### src/rtl/bound_flasher_seq.sv
// LED bound-flasher sequencer: state register, step counter, tick prescaler
// and thermometer LED decode. Sequence 0 -> NUM_LEDS -> L1 -> P2 -> 0 -> P3 -> 0.
module bound_flasher_seq #(
  parameter int unsigned NUM_LEDS = 16,
  parameter int unsigned L1       = 5,
  parameter int unsigned P2       = 10,
  parameter int unsigned P3       = 5,
  parameter int unsigned TICK_DIV = 1,
  parameter int unsigned CNT_W    = $clog2(NUM_LEDS + 1)
) (
  input  logic                clk,
  input  logic                rst,
  input  logic                flick,
  input  logic                loop_en,
  output logic [NUM_LEDS-1:0] led,
  output logic [2:0]          phase,
  output logic                busy,
  output logic                done
);

  localparam int unsigned DIV_W = $clog2(TICK_DIV) + 1;

  localparam logic [2:0] S_IDLE = 3'd0;
  localparam logic [2:0] S_UP1  = 3'd1;
  localparam logic [2:0] S_DN1  = 3'd2;
  localparam logic [2:0] S_UP2  = 3'd3;
  localparam logic [2:0] S_DN2  = 3'd4;
  localparam logic [2:0] S_UP3  = 3'd5;
  localparam logic [2:0] S_DN3  = 3'd6;

  localparam logic [CNT_W-1:0] PK1 = CNT_W'(NUM_LEDS);
  localparam logic [CNT_W-1:0] FL1 = CNT_W'(L1);
  localparam logic [CNT_W-1:0] PK2 = CNT_W'(P2);
  localparam logic [CNT_W-1:0] PK3 = CNT_W'(P3);
  localparam logic [DIV_W-1:0] DIV_LAST = DIV_W'(TICK_DIV - 1);

  logic [2:0]       state;
  logic [CNT_W-1:0] cnt;
  logic [DIV_W-1:0] div;
  logic             tick;
  logic             active;

  assign tick   = (div == DIV_LAST);
  assign active = (state != S_IDLE) && (state != 3'd7);

  always_ff @(posedge clk) begin
    if (rst) begin
      state <= S_IDLE;
      cnt   <= '0;
      div   <= '0;
      done  <= 1'b0;
    end else begin
      done <= 1'b0;
      if (active)
        div <= tick ? '0 : div + 1'b1;
      else
        div <= '0;

      case (state)
        S_IDLE: begin
          cnt <= '0;
          if (flick) state <= S_UP1;
        end
        S_UP1: if (tick) begin
          if (cnt == PK1) state <= S_DN1;
          else            cnt   <= cnt + 1'b1;
        end
        // At a DN floor, flick reloads the previous peak instead of turning.
        S_DN1: if (tick) begin
          if (cnt != FL1) cnt   <= cnt - 1'b1;
          else if (flick) cnt   <= PK1;
          else            state <= S_UP2;
        end
        S_UP2: if (tick) begin
          if (cnt == PK2) state <= S_DN2;
          else            cnt   <= cnt + 1'b1;
        end
        S_DN2: if (tick) begin
          if (cnt != '0)  cnt   <= cnt - 1'b1;
          else if (flick) cnt   <= PK2;
          else            state <= S_UP3;
        end
        S_UP3: if (tick) begin
          if (cnt == PK3) state <= S_DN3;
          else            cnt   <= cnt + 1'b1;
        end
        S_DN3: if (tick) begin
          if (cnt != '0) cnt <= cnt - 1'b1;
          else begin
            done  <= 1'b1;
            state <= loop_en ? S_UP1 : S_IDLE;
          end
        end
        default: begin
          state <= S_IDLE;
          cnt   <= '0;
        end
      endcase
    end
  end

  always_comb begin
    led = '0;
    for (int unsigned i = 0; i < NUM_LEDS; i++)
      led[i] = (CNT_W'(i) < cnt);
  end

  assign phase = state;
  assign busy  = (state != S_IDLE);

endmodule

### config.mk
export PLATFORM = sky130hd
export DESIGN_NAME = bound_flasher_seq
export DESIGN_NICKNAME = d
export VERILOG_FILES = /design/src/rtl/bound_flasher_seq.sv
export SDC_FILE = /design/constraint.sdc
export NUM_CORES = 1
export LEC_CHECK = 0
export ABC_AREA = 1
export BUFFER_PORTS_ARGS = -buffer_cell sky130_fd_sc_hd__buf_2
export CORE_MARGIN = 4
export CORE_UTILIZATION = 45
export CTS_BUF_LIST = sky130_fd_sc_hd__clkbuf_16
export CTS_CLUSTER_DIAMETER = 120
export CTS_CLUSTER_SIZE = 10
export DETAILED_ROUTE_END_ITERATION = 8
export HOLD_SLACK_MARGIN = 0.06
export PLACE_DENSITY = 0.74
export SETUP_SLACK_MARGIN = 0.5
export SKIP_CTS_REPAIR_TIMING = 1
export SLEW_MARGIN = 20
export SYNTH_ARGS = -nofsm -noshare
export SYNTH_HDL_FRONTEND = slang
export SYNTH_SLANG_ARGS = --single-unit
### constraint.sdc
create_clock -name clk -period 1.83 [get_ports clk]
set_clock_uncertainty 0.2 [all_clocks]
set_input_delay 0.183 -clock clk [delete_from_list [all_inputs] [get_ports clk]]
set_output_delay 0.183 -clock clk [all_outputs]
set_load 0.02 [all_outputs]
After elaboration in Yosys (flattened, before gate mapping)
Index checks and enable logic that the tools add are counted.
{"block": "word_totals", "ff_bits": 10}
{"block": "classes", "n_eq_ne": 32, "reduce_logical": 8, "n_mux": 33, "add_sub_neg": 3, "bitwise_logic": 3, "n_lt_le_gt_ge": 16}
{"operator": "$mux 5", "count": 14}
{"operator": "$mux 3", "count": 15}
{"operator": "$lt 4x5->1 const A", "count": 8}
{"operator": "$ne 2x2->1 const B", "count": 19}
{"operator": "$pmux 5 s6", "count": 1}
{"operator": "$pmux 3 s7", "count": 1}
{"operator": "$lt 3x5->1 const A", "count": 4}
{"operator": "$reduce_and 15->1", "count": 1}
{"operator": "$reduce_and 12->1", "count": 1}
{"operator": "$lt 1x5->1 const A", "count": 2}
{"operator": "$lt 2x5->1 const A", "count": 2}
{"operator": "$eq 3x3->1 const B", "count": 3}
{"operator": "$ne 3x3->1 const B", "count": 3}
{"operator": "$eq 3x2->1 const B", "count": 2}
{"operator": "$reduce_or 3->1", "count": 2}
{"operator": "$add 5x1->5 const B", "count": 1}
{"operator": "$eq 5x3->1 const B", "count": 1}
{"operator": "$eq 5x4->1 const B", "count": 1}
{"operator": "$eq 5x5->1 const B", "count": 1}
{"operator": "$ne 5x3->1 const B", "count": 1}
{"operator": "$reduce_bool 5->1", "count": 1}
{"operator": "$sub 5x1->5 const B", "count": 1}
{"operator": "$eq 3x1->1 const B", "count": 1}
{"operator": "$logic_not 3->1", "count": 1}
{"operator": "5 further kinds", "count": 8}

Longest topological paths before layout
Gate-level depths: netlist (run 1).
{"block": "logic_depth", "word_depth": 4, "depth_mapped": 11, "mapped_depth_nobuf": 10}

Least setup slack after synthesis (run 1)
OpenSTA, ideal clock, no wires.
{"block": "synth_path", "path_type": "register -> output", "from": "register cnt[2]", "to": "output led[10]", "n_path_buf": 1, "arrival_ns": 1.595, "required_time_ns": 1.447, "slack_ns": -0.148, "stages_incl_launch_ff": 6, "path_cell_list": "dfxtp_1 > buf_4 > nor2_2 > o21ai_0 > inv_1 > a31oi_1"}
{"block": "synth_between", "elab_chain_cells": 1}
{"element": "start: declaration", "line_no": "38", "text": "logic [CNT_W-1:0] cnt;"}
{"element": "start signal: assignment", "line_no": "66", "text": "else cnt <= cnt + 1'b1;"}
{"element": "start signal: assignment", "line_no": "70", "text": "if (cnt != FL1) cnt <= cnt - 1'b1;"}
{"element": "start signal: assignment", "line_no": "76", "text": "else cnt <= cnt + 1'b1;"}
{"element": "$lt 4x5->1", "line_no": "105", "text": "led[i] = (CNT_W'(i) < cnt);"}
{"element": "end: declaration", "line_no": "15", "text": "output logic [NUM_LEDS-1:0] led,"}
No other way between the ends.

Worst setup path in the final report (run 1)
{"block": "layout_path", "from": "register cnt[2]", "to": "output led[12]"}
Same word-level chain as after synthesis.

==> qor.csv, run 1 <==
metric;value;unit
p_int;1.487;mW
root_buffer;clkbuf_16;
setup-violations-final;0;
vias_per_cell;5.400;
ys_ff_latch;10;
grt_usage;19.05;%
dieArea;3640;um2
h-tree-depth;1;
syn2layout_area_growth;58.07;%
clk_pin_slew_worst_paths;40;ps
antenna_cells;0;
whs_endpoint;phase[1]$_SDFFE_PP0P_;
die_height;60.33;um
yosysSeqAreaShare;16.24;%
finalWeightedCongestion;0.9011;
grt-ovfl-total;0;
synth_nets;210;
antenna_found_initial;0;
grt_pass1_wl;5340;um
syn_area;1232;um2
arrival;1350;ps
drive_above_1_share;54.40;%
hold_viol_final;0;
synth_edf_count;0;
ys.flop_type;dfxtp_1;
hpwlAfterDp;2418;um
drt-total-wl;4267;um
cp.required;1450;ps
drtPass1Iterations;5;
switching_share;50.78;%
crit_start;cnt[2]$_SDFFE_PP0P_;
clock_latency;240;ps
status;finished clean;
post-route-util;76.55;%
maxSlewViolCount;0;
final_cell_mix;nand2_1, buf_4, inv_1, nand3_1, nor2_1;
power_frac_comb;72.6;%
cts.sinks;10;
synth_area_leaders;dfxtp_1, nand2_1, nand3_1, inv_1, nor2_1;
hp-start;rst;
syn_inst;202;
hold_class;primary input to register;
rrSetupSlack;120;ps
numCtsBuffers;3;
worstSetupPathType;register to output pin;
die_x;60.33;um
seqPwrFrac;14.3;%
row_count;18;
r2r-start;cnt[4]$_SDFFE_PP0P_;
avgSynthCellArea;6.101;um2
hold-path-cell-count;2;
crit_path_end_kind;output pin;
r2r-end;phase[0]$_SDFFE_PP0P_;
first_iter_violations;90;
fmax;576.9;MHz
tritoncts;yes;
initial_core_util;48.43;%
grt_pass1_vias;1191;
final_common_cell;nand2_1;
crit_path_start_kind;register;
p_sw;1.535;mW
ys_warn_count;0;
rsz0062_at_grt;yes;
async_flop_share;0;%
drc;0;
num-fill-cells;176;
ir_worst_vdd;1.190;mV
finalCritPeriodShare;94.73;%
yosysTopAreaCellShare;16.24;%
clk_path_buf_depth;2;
io_pins;25;
final_nets;259;
path_max_fanout;6;
reg2reg_depth;8;
coreArea;2545;um2
fin_tns_setup;0;ps
p_leak;1.010;nW
fin_crit;1734;ps
synth_area_leader_cell;dfxtp_1;
grt_max_degree;12;
max-cap-violations;0;
p_per_area;1551;nW/um2
port_buffers;24;
wl_per_cell;15.24;um
vias;1512;
p_clk_share;13.1;%
synth_cell_types;29;
antenna_left;0;
[per-layer routing]
metal,GRT usage (%),vias up,routed length (um)
li1,-,742,-
met1,27.95,704,1925
met2,29.32,58,2086
met3,3.191,8,213
met4,3.797,0,42
met5,0,-,0
[cells by family (layout without fill, tap and decap cells)]
| logic type | count (synthesis) | count (layout) | share of synthesized area [%] |
|---|---|---|---|
| AND/OR/NAND/NOR | 120 | 120 | 50.46 |
| other | 1 | 1 | 0.3043 |
| buffers and inverters | 39 | 87 | 14.31 |
| flip-flops | 10 | 10 | 16.24 |
| AO/OA/AOI/OAI | 26 | 26 | 13.20 |
| adder cells (fa/ha/maj) | 4 | 4 | 4.061 |
| XOR/XNOR | 2 | 2 | 1.422 |
[power by group through the flow]
stage               combinational, mW  clock [mW]  sequential (mW)
finish                           2.19       0.395            0.432
floorplan                        1.32           0            0.349
detailed placement               1.57           0            0.421
global placement                 1.57           0            0.417
global route                     2.37       0.411            0.438
CTS                              1.59       0.401            0.417
[final cells by class]
| type | count | area, um2 | share of cell area [%] |
|---|---|---|---|
| Multi-Input combinational cell | 153 | 1065 | 54.66 |
| Clock inverter | 1 | 3.754 | 0.1927 |
| Inverter | 30 | 125.1 | 6.423 |
| Clock buffer | 3 | 75.07 | 3.854 |
| Tap cell | 30 | 37.54 | 1.927 |
| Sequential cell | 10 | 230.2 | 11.82 |
| Timing Repair Buffer | 53 | 411.6 | 21.13 |
[state kept, by name, summed over array words and instances (netlist names)]
name,flops
cnt,5
phase,3
div,1
done,1
[metrics by stage]
step / setup slack [ps] / total power [mW] / hold WS [ps] / instances / cell area, um2
after floorplan: 198.8 / 1.667 / 227.3 / 202 / 1309
after global placement: 9.746 / 1.990 / 297.3 / 255 / 1445
after detailed placement: 8.495 / 1.990 / 294.6 / 255 / 1445
after CTS: -2.866 / 2.402 / 45.50 / 259 / 1524
after global routing: 19.54 / 3.218 / 104.1 / 280 / 1948
final: 96.49 / 3.022 / 84.51 / 280 / 1948
[cells in the mapped netlist, types with 5 or more instances]
master / count
nand2_1: 47
nand3_1: 27
inv_1: 23
nor2_1: 20
dfxtp_1: 10
o21ai_0: 9
nand2_2: 8
inv_2: 7
a21oi_2: 6
buf_4: 6
nor2_4: 5
[critical path: stages, from the launching register on]
cell and delay, ps:
dfxtp_4 380, buf_4 140, nand2_1 50, inv_1 90
nor2_2 60, a41oi_2 210, buf_4 180
[worst max path at each step]
stage | endpoint | slack [ps] | cells after the start
floorplan | cnt[4]$_SDFFE_PP0P_ | 200 | 11
detailed placement | cnt[0]$_SDFFE_PP0P_ | 8 | 9
global route | phase[0]$_SDFFE_PP0P_ | 20 | 8
finish | led[12] | 100 | 6
CTS | cnt[0]$_SDFFE_PP0P_ | -3 | 9
global placement | cnt[0]$_SDFFE_PP0P_ | 10 | 9
No activity file was read; power rests on OpenSTA's default activity.
==> inputs of run 2 (changes only) <==
- CTS_BUF_LIST: sky130_fd_sc_hd__clkbuf_16 -> sky130_fd_sc_hd__clkbuf_4 sky130_fd_sc_hd__clkbuf_8
==> qor.csv, run 2 (same netlist as run 1, synthesis figures left out) <==
metric;value;unit
status;finished clean;
clock_latency;270;ps
cts.sinks;10;
rrSetupSlack;120;ps
ir_worst_vdd;1.107;mV
placed_cell_area;1445;um2
slowest_delay;390;ps
arrival;1370;ps
worstSetupPathType;register to output pin;
grt_max_degree;12;
path_delay_family;flip-flops;
r2r-start;cnt[1]$_SDFFE_PP0P_;
power_frac_comb;76.0;%
root_buffer;clkbuf_4;
rsz0062_at_grt;yes;
slowest_stage;dfxtp_4;
drc;0;
fin_crit;1749;ps
antenna_cells;0;
finalWeightedCongestion;0.9011;
final_cell_mix;nand2_1, nand3_1, buf_4;
wl_per_cell;13.28;um
numCtsBuffers;3;
final_area;1753;um2
largest_register_ff_count;5;
setup-violations-final;0;
maxSlewViolCount;0;
drive_above_1_share;46.91;%
dieArea;3640;um2
row_count;18;
drtPass1Iterations;4;
grt_pass1_vias;1184;
fmax;571.6;MHz
antenna_found_initial;0;
path_max_fanout;6;
path_cells;buf_6 -> nor2_4 -> o21ai_2 -> inv_1 -> a31oi_2 -> buf_4;
io_pins;25;
p_int;1.264;mW
r2r-end;cnt[3]$_SDFFE_PP0P_;
vias;1435;
clk_pin_slew_worst_paths;80;ps
fin_tns_setup;0;ps
max-cap-violations;0;
hold-path-cell-count;5;
tritoncts;yes;
cp.required;1450;ps
p_leak;0.9282;nW
coreArea;2545;um2
p_clk_share;7.9;%
grt_usage;18.91;%
grt-ovfl-total;0;
first_iter_violations;71;
initial_core_util;48.43;%
p_per_area;1508;nW/um2
vias_per_cell;5.256;
hp-start;loop_en;
die_x;60.33;um
drt-total-wl;3626;um
clk_path_buf_depth;2;
final_common_cell;nand2_1;
fin_total_pwr;2.643;mW
syn2layout_area_growth;42.23;%
top_register;cnt;
port_buffers;24;
finalCritPeriodShare;95.59;%
crit_path_start_kind;register;
reg2reg_depth;10;
p_sw;1.379;mW
antenna_left;0;
grt_pass1_wl;5306;um
hold_viol_final;0;
die_height;60.33;um
hpwlAfterDp;2418;um
hold_class;primary input to register;
crit_path_end_kind;output pin;
switching_share;52.18;%
seqPwrFrac;16.1;%
critPathBufInv;3;
whs_endpoint;phase[0]$_SDFFE_PP0P_;
final_nets;252;
h-tree-depth;1;
[run 2: area by class of cell]
cell class                 instances  area, um2
clock buffer                       4      36.28
tap                               30      37.54
fill                             228      792.0
timing repair buffer              46      376.6
sequential                        10      230.2
multi-input combinational        153      949.7
inverter                          30      122.6
[run 2: stage by stage]
step	util, %	hold slack (ps)	std cells	setup WS (ps)
after global placement	56.78	297.3	255	9.746
after CTS	58.21	2.826	259	-48.88
after detailed placement	56.78	294.6	255	8.495
final	68.88	49.15	273	80.62
after global routing	68.88	98.21	273	4.341
after floorplan	-	227.3	202	198.8
[run 2: routing by layer]
metal | up-vias | routed length [um] | global-route usage (%)
li1 | 726 | - | -
met1 | 664 | 1725 | 27.05
met2 | 37 | 1689 | 29.32
met3 | 8 | 143 | 3.404
met4 | 0 | 68 | 4.747
met5 | - | 0 | 0
[run 2: how the worst max path moves through the flow]
stage                                   start  cells after the start                   to  slack [ps]
after floorplan           cnt[0]$_SDFFE_PP0P_                     11  cnt[4]$_SDFFE_PP0P_         200
after global placement    cnt[1]$_SDFFE_PP0P_                      9  cnt[0]$_SDFFE_PP0P_          10
after detailed placement  cnt[1]$_SDFFE_PP0P_                      9  cnt[0]$_SDFFE_PP0P_           8
after CTS                 cnt[3]$_SDFFE_PP0P_                      6              led[10]         -50
after global routing      cnt[1]$_SDFFE_PP0P_                      9  cnt[3]$_SDFFE_PP0P_           4
final                     cnt[2]$_SDFFE_PP0P_                      6              led[10]          80
[run 2: worst reg2reg max path, cell delays in order (launching register included)]
cell,delay [ps]
dfxtp_4,430
inv_6,70
ha_4,180
nand3_2,100
inv_2,40
nand2_1,50
nand2_1,80
nor2_2,170
nand3_4,110
nand2_1,110
a21oi_2,60
[run 2: power groups by stage]
stage               Sequential [mW]  Clock, mW  Combinational (mW)
detailed placement            0.421          0                1.57
finish                        0.426      0.209                2.01
global route                  0.433      0.224                2.19
CTS                           0.417      0.214                1.58
global placement              0.417          0                1.57
floorplan                     0.349          0                1.32
